## src/rtl/dmem_arbiter_if.sv

```systemverilog
// Bundle of the two requester ports, the dmem pins and status for dmem_arbiter.
// Handshake: reqN stays high with a stable command until ackN pulses for one cycle; ackN completes it.
interface dmem_arbiter_if #(parameter int n = 32);
  logic         req0;
  logic         req1;
  logic         we0;
  logic         we1;
  logic [n-1:0] addr0;
  logic [n-1:0] addr1;
  logic [n-1:0] wdata0;
  logic [n-1:0] wdata1;
  logic         ack0;
  logic         ack1;
  logic [n-1:0] rdata0;
  logic [n-1:0] rdata1;
  logic         mem_we;
  logic [n-1:0] mem_addr;
  logic [n-1:0] mem_wdata;
  logic [n-1:0] mem_rdata;
  logic         busy;
  logic         owner;
  logic [1:0]   state_dbg;

  modport master (
    output req0, req1, we0, we1, addr0, addr1, wdata0, wdata1, mem_rdata,
    input  ack0, ack1, rdata0, rdata1, mem_we, mem_addr, mem_wdata, busy, owner, state_dbg
  );

  modport slave (
    input  req0, req1, we0, we1, addr0, addr1, wdata0, wdata1, mem_rdata,
    output ack0, ack1, rdata0, rdata1, mem_we, mem_addr, mem_wdata, busy, owner, state_dbg
  );
endinterface

```

## src/rtl/dmem_arbiter.sv

```systemverilog
// Round-robin arbiter sharing one single-port dmem between the CPU (port 0) and loader (port 1).
// Each transaction is IDLE (latch) -> ACCESS (drive dmem) -> DONE (ack), three cycles total.
module dmem_arbiter #(
  parameter int n = 32
) (
  input  logic           clk,
  input  logic           rst_n,
  dmem_arbiter_if.slave  bus
);

  typedef enum logic [1:0] {
    IDLE   = 2'd0,
    ACCESS = 2'd1,
    DONE   = 2'd2
  } state_t;

  state_t       r_state;
  logic         r_last;
  logic         r_owner;
  logic         r_we_q;
  logic         r_busy;
  logic         r_ack0;
  logic         r_ack1;
  logic [n-1:0] r_mem_addr;
  logic [n-1:0] r_mem_wdata;
  logic [n-1:0] r_rdata0;
  logic [n-1:0] r_rdata1;

  logic         w_any_req;
  logic         w_grant;

  // On a tie the port that was not served last wins; otherwise the lone requester.
  always_comb begin
    w_any_req = bus.req0 | bus.req1;
    if (bus.req0 && bus.req1) begin
      w_grant = ~r_last;
    end else begin
      w_grant = bus.req1;
    end
  end

  always_ff @(posedge clk) begin
    if (!rst_n) begin
      r_state     <= IDLE;
      r_last      <= 1'b1;
      r_owner     <= 1'b0;
      r_we_q      <= 1'b0;
      r_busy      <= 1'b0;
      r_ack0      <= 1'b0;
      r_ack1      <= 1'b0;
      r_mem_addr  <= '0;
      r_mem_wdata <= '0;
      r_rdata0    <= '0;
      r_rdata1    <= '0;
    end else begin
      r_ack0 <= 1'b0;
      r_ack1 <= 1'b0;
      case (r_state)
        IDLE: begin
          if (w_any_req) begin
            r_owner     <= w_grant;
            r_we_q      <= w_grant ? bus.we1    : bus.we0;
            r_mem_addr  <= w_grant ? bus.addr1  : bus.addr0;
            r_mem_wdata <= w_grant ? bus.wdata1 : bus.wdata0;
            r_busy      <= 1'b1;
            r_state     <= ACCESS;
          end
        end
        ACCESS: begin
          if (!r_we_q) begin
            if (r_owner) begin
              r_rdata1 <= bus.mem_rdata;
            end else begin
              r_rdata0 <= bus.mem_rdata;
            end
          end
          r_ack0  <= ~r_owner;
          r_ack1  <= r_owner;
          r_state <= DONE;
        end
        DONE: begin
          r_last  <= r_owner;
          r_busy  <= 1'b0;
          r_state <= IDLE;
        end
        default: begin
          r_busy  <= 1'b0;
          r_state <= IDLE;
        end
      endcase
    end
  end

  // Gating with rst_n lets a reset that lands during ACCESS abort the write before the edge.
  assign bus.mem_we    = r_we_q & rst_n & (r_state == ACCESS);
  assign bus.mem_addr  = r_mem_addr;
  assign bus.mem_wdata = r_mem_wdata;
  assign bus.ack0      = r_ack0;
  assign bus.ack1      = r_ack1;
  assign bus.rdata0    = r_rdata0;
  assign bus.rdata1    = r_rdata1;
  assign bus.busy      = r_busy;
  assign bus.owner     = r_owner;
  assign bus.state_dbg = r_state;

endmodule

```

## src/flat_wrapper.sv

```systemverilog
// flat-port wrapper written by rule: the top's interface ports become plain ports
module dmem_arbiter_flat 
#(
  parameter int n = 32
)
  (clk, rst_n, bus_req0, bus_req1, bus_we0, bus_we1, bus_addr0, bus_addr1, bus_wdata0, bus_wdata1, bus_mem_rdata, bus_ack0, bus_ack1, bus_rdata0, bus_rdata1, bus_mem_we, bus_mem_addr, bus_mem_wdata, bus_busy, bus_owner, bus_state_dbg);
  dmem_arbiter_if #(.n(n)) bus_i ();
  input  logic clk;
  input  logic rst_n;
  input wire logic [$bits(bus_i.req0)-1:0] bus_req0;
  input wire logic [$bits(bus_i.req1)-1:0] bus_req1;
  input wire logic [$bits(bus_i.we0)-1:0] bus_we0;
  input wire logic [$bits(bus_i.we1)-1:0] bus_we1;
  input wire logic [$bits(bus_i.addr0)-1:0] bus_addr0;
  input wire logic [$bits(bus_i.addr1)-1:0] bus_addr1;
  input wire logic [$bits(bus_i.wdata0)-1:0] bus_wdata0;
  input wire logic [$bits(bus_i.wdata1)-1:0] bus_wdata1;
  input wire logic [$bits(bus_i.mem_rdata)-1:0] bus_mem_rdata;
  output wire logic [$bits(bus_i.ack0)-1:0] bus_ack0;
  output wire logic [$bits(bus_i.ack1)-1:0] bus_ack1;
  output wire logic [$bits(bus_i.rdata0)-1:0] bus_rdata0;
  output wire logic [$bits(bus_i.rdata1)-1:0] bus_rdata1;
  output wire logic [$bits(bus_i.mem_we)-1:0] bus_mem_we;
  output wire logic [$bits(bus_i.mem_addr)-1:0] bus_mem_addr;
  output wire logic [$bits(bus_i.mem_wdata)-1:0] bus_mem_wdata;
  output wire logic [$bits(bus_i.busy)-1:0] bus_busy;
  output wire logic [$bits(bus_i.owner)-1:0] bus_owner;
  output wire logic [$bits(bus_i.state_dbg)-1:0] bus_state_dbg;
  assign bus_i.req0 = bus_req0;
  assign bus_i.req1 = bus_req1;
  assign bus_i.we0 = bus_we0;
  assign bus_i.we1 = bus_we1;
  assign bus_i.addr0 = bus_addr0;
  assign bus_i.addr1 = bus_addr1;
  assign bus_i.wdata0 = bus_wdata0;
  assign bus_i.wdata1 = bus_wdata1;
  assign bus_i.mem_rdata = bus_mem_rdata;
  assign bus_ack0 = bus_i.ack0;
  assign bus_ack1 = bus_i.ack1;
  assign bus_rdata0 = bus_i.rdata0;
  assign bus_rdata1 = bus_i.rdata1;
  assign bus_mem_we = bus_i.mem_we;
  assign bus_mem_addr = bus_i.mem_addr;
  assign bus_mem_wdata = bus_i.mem_wdata;
  assign bus_busy = bus_i.busy;
  assign bus_owner = bus_i.owner;
  assign bus_state_dbg = bus_i.state_dbg;
  dmem_arbiter #(.n(n)) u_core (.clk(clk), .rst_n(rst_n), .bus(bus_i));
endmodule
```

## config.mk

```make
export PLATFORM = sky130hd
export DESIGN_NAME = dmem_arbiter_flat
export DESIGN_NICKNAME = d
export VERILOG_FILES = /design/src/rtl/dmem_arbiter_if.sv /design/src/rtl/dmem_arbiter.sv /design/src/flat_wrapper.sv
export SDC_FILE = /design/constraint.sdc
export NUM_CORES = 1
export LEC_CHECK = 0
export ABC_CLOCK_PERIOD_IN_PS = 1700
export BUFFER_PORTS_ARGS = -buffer_cell sky130_fd_sc_hd__buf_4
export CAP_MARGIN = 15
export CORE_UTILIZATION = 42
export CTS_BUF_LIST = sky130_fd_sc_hd__clkbuf_16
export CTS_CLUSTER_DIAMETER = 150
export CTS_CLUSTER_SIZE = 30
export DETAILED_ROUTE_END_ITERATION = 12
export MAX_ROUTING_LAYER = met4
export PLACE_DENSITY = 0.74
export SYNTH_ARGS = -nofsm -noshare
export SYNTH_HDL_FRONTEND = slang
export SYNTH_SLANG_ARGS = --single-unit
```

## constraint.sdc

```tcl
create_clock -name clk -period 1.7 [get_ports clk]
set_input_delay 0.085 -clock clk [delete_from_list [all_inputs] [get_ports clk]]
set_output_delay 0.085 -clock clk [all_outputs]
set_load 0.05 [all_outputs]
```

==> run summary <==
The flow ran to the end, and the final reports show no timing, DRC or antenna violations. The overall overflow remaining after global route is 0. The share of total power in sequential cells came out at 35.0%.

The highest fanout seen on the critical path is 67. The maximum buffer depth of the clock tree is 2. The kind of cell adding the most delay to the critical path is compound AO/OA/AOI/OAI gates. In this run the most critical hold path is launched from bus_req0. The critical path required time came out at 2.00 ns. The net switching fraction of the power came out at 33.4%. The worst path arrival time is 1.88 ns. The signed area change from the synthesized netlist to the final layout came out at 75.3%. The post-route netlist has 40.1% of its cells at a drive strength greater than 1. The worst hold path belongs to the class in -> reg.

The combined buffer and inverter count along the critical path is 1. The post-CTS setup buffer count is 0. The highest-utilization routing layer at the global route stage is met2. The part of the power in combinational logic is 29.2%. The critical path is of the reg -> reg type. The count of nets after finishing came out at 1,271. Summing all placed instances gives a cell area of 8340 sq um. The synthesized net count is 848.

The CTS tree is done. The most used flip-flop cell after synthesis is sky130_fd_sc_hd__dfxtp_1. For the pin with the worst max-slew slack, the measured transition is 0.733 ns. Global routing used 33.2% of the available tracks across all layers. The initial antenna violation count is 2. By area the synthesized netlist is led by sky130_fd_sc_hd__dfxtp_1 45%, sky130_fd_sc_hd__nand2_1 12%, sky130_fd_sc_hd__a311oi_2 9.7%. The post-placement cell count came out at 1,102.

The number of vias per cell is 5.47. The minimum clock period after layout is 1.58 ns. The summed area of non-filler cells in the final layout is 10,600 sq um. Dividing the synthesized area by the synthesized cell count gives 8.84 sq um. The total of warnings raised by yosys is 0.

The ratio of total power to cell area is 978 nW/um^2. The critical path starts at u_core.bus.state_dbg[1]. The effective utilization at floorplan came out at 43.3%.

The storage element area is 2720 sq um. The setup TNS is 0 ns. The clock tree root driver cell is sky130_fd_sc_hd__clkbuf_16. The clock latency at the later pin of the worst-skew pair came out at 0.41 ns. On the worst path, the slowest cell contributes a delay of 0.37 ns. Ranked by instance count, the synthesized netlist is headed by 195 x sky130_fd_sc_hd__nand2_1, 136 x sky130_fd_sc_hd__dfxtp_1, 65 x sky130_fd_sc_hd__a21oi_1. The detailed-route DRC error count is 0. After synthesis the netlist holds a flip-flop and latch count of 136. For this design the total switching power over the nets is 3.45 mW.

The per-cell routed wire length came out at 18.7 microns. The worst ir drop on vdd came out at 0.769 mV. The global-route track usage on met1 is 35.7%. The detailed-route via count came out at 7,107. The count of routing violations after the opening detailed-route iteration is 645. Across the routed clock network, the largest skew measured is 0.00620 ns. The proportion of power drawn by the clock network came out at 35.7%.

The first global-routing pass estimated 36,900 microns of wire. The detailed-routing iteration count for the pre-antenna-repair pass is 5. Pin placement for this block handled 301 I/O pins. The global placement routability congestion came out at 0.835.

The worst pin sits at a relative slew slack of 51.1%. The kind of capture point of the worst setup path is a flip-flop. The met3 layer usage reported by global route came out at 9.41%. The depth of the CTS H-tree came out at 4.

Setup repair after global routing left no endpoint under its margin. The max-slew violation count came out at 0. The final cell count without fillers came out at 1,300.

Clock-pin slew was measured on the worst setup and hold paths at 0.06 ns. The count of standard-cell rows came out at 43. The tree built by TritonCTS fans out to 136 sinks.

The via count of the first global-routing pass came out at 7,136. From bottom edge to top edge, the die measures 122 microns. The final wirelength is 24,300 microns. The combined area of all synthesized cells is 6030 sq um.

The share of synthesized registers carrying an async set or reset came out at 0%. The total die area is 14,800 sq um. The top cell type by area accounts for 45.2% of the synthesized area. The met2 track demand over resource in global routing came out at 54.1%.

The number of unique standard cell types used by synthesis is 30. The number of enable flip-flop cells after synthesis is 0. The area occupied by multi-input gates came out at 2950 sq um. The detailed placer's ending HPWL is 12,700 microns. Input and output buffers added on the ports amount to 300. The part of the Yosys area used for sequential elements is 45.2%.

The count of endpoints failing hold in the final timing report is 0. In the synthesized netlist, the number of instances is 682. Summed over all cells, the static leakage comes to 4.56 nW.

The final critical path takes up 93.1% of the cycle. The post-layout total power is 10.3 mW. The count of nets left with antenna violations once routing finished came out at 0. The internal power contribution came out at 6.88 mW. For this design, the slowest cell found on the critical path is sky130_fd_sc_hd__dfxtp_1.

The most area-hungry cell type in the Yosys netlist is sky130_fd_sc_hd__dfxtp_1. The max-capacitance violation count is 0. The setup-violating endpoint count in the final report came out at 0. The area of the core came out at 13,900 sq um. The signal on the critical path passes through nor2_4 -> buf_12 -> a21oi_1 -> a311oi_2. The die extent in x is 122 microns. The number of buffers created by CTS is 17.

The core utilization of the finished layout is 75.8%. The startpoint identified for the worst register-to-register timing path is u_core.bus.state_dbg[1]. sky130_fd_sc_hd__nand2_1 is the most common cell in the netlist. STA classifies the critical path startpoint as a flip-flop. The pin count of the biggest net entering global routing is 68. The filler cells instantiated in the layout total 870. The maximum clock frequency came out at 632 MHz.
[power groups by stage]
stage / Combinational (mW) / Sequential (mW) / Clock, mW
global placement: 2.59 / 3.65 / 0
CTS: 2.92 / 3.60 / 3.72
global route: 3.14 / 3.64 / 3.88
floorplan: 0.878 / 4.49 / 0
detailed placement: 2.59 / 3.66 / 0
finish: 3.02 / 3.62 / 3.69
[worst paths after layout]
kind	to	slack, ns	depth (start not counted)
max	u_core.bus.mem_wdata[1]	0.12	4
min reg2reg	u_core.bus.rdata0[3]	0.46	2
min	u_core.bus.mem_addr[5]	0.06	4
max reg2reg	u_core.bus.mem_wdata[1]	0.12	4
[per-layer routing]
metal,vias to the layer above,routed length [microns]
met5,-,0
met4,0,1380
met3,111,2090
met2,429,11600
met1,3300,9240
li1,3267,-
[worst reg2reg max path, delay by kind of cell (launching register included)]
family          cells  cell delay, ns
buf+inv             1            0.31
simple gates        1            0.19
compound gates      2            0.61
flops               1            0.37
[sequential cells by signal, indices dropped and copies added, names as in the netlist, 2 cells and up]
| signal | cells |
|---|---|
| u_core.bus.mem_addr | 32 |
| u_core.bus.mem_wdata | 32 |
| u_core.bus.rdata1 | 32 |
| u_core.bus.state_dbg | 2 |
| u_core.bus.rdata0 | 32 |
[logic make-up after synthesis]
logic type	count (synthesis)	synth area share, %
compound gates	199	26.9
buf+inv	73	6.39
flops	136	45.2
mux	1	0.166
simple gates	273	21.4
[metrics by stage]
| step | worst slack [ns] | hold WS [ns] |
|---|---|---|
| finish | 0.117 | 0.0649 |
| global route | 0.0500 | 0.0741 |
| CTS | 0.0157 | 0.0444 |
| detailed placement | -0.0579 | 0.318 |
| global placement | -0.00882 | 0.312 |
| floorplan | 0.0592 | 0.215 |
[final cells by class]
type | instances | area share (%)
multi-input combinational | 474 | 27.9
timing repair buffer | 475 | 38.6
clock inverter | 15 | 1.52
tap | 180 | 2.13
clock buffer | 17 | 4.03
sequential | 136 | 25.8
inverter | 1 | 0.0355
antenna | 2 | 0.0474
[timing repair]
action                                  CTS  global route
gates resized for setup                   0             1
endpoints found under the setup margin   65            32
hold endpoints to repair                130             0
hold buffers                            163             0
pin swaps                                 1             0
cloned                                    1             0
[cell usage in the layout, fill, tap and decap left out, types with 8 or more instances in the layout]
master / n
sky130_fd_sc_hd__o21ai_0: 32
sky130_fd_sc_hd__nand3_1: 36
sky130_fd_sc_hd__a311oi_1: 26
sky130_fd_sc_hd__a21oi_1: 65
sky130_fd_sc_hd__nand2_1: 195
sky130_fd_sc_hd__dfxtp_1: 135
sky130_fd_sc_hd__buf_12: 8
sky130_fd_sc_hd__clkbuf_16: 17
sky130_fd_sc_hd__buf_4: 304
sky130_fd_sc_hd__a311oi_2: 39
sky130_fd_sc_hd__dlygate4sd3_1: 163
sky130_fd_sc_hd__o21ai_2: 32
sky130_fd_sc_hd__nand3_2: 28
(Power assumes the default switching activity.)
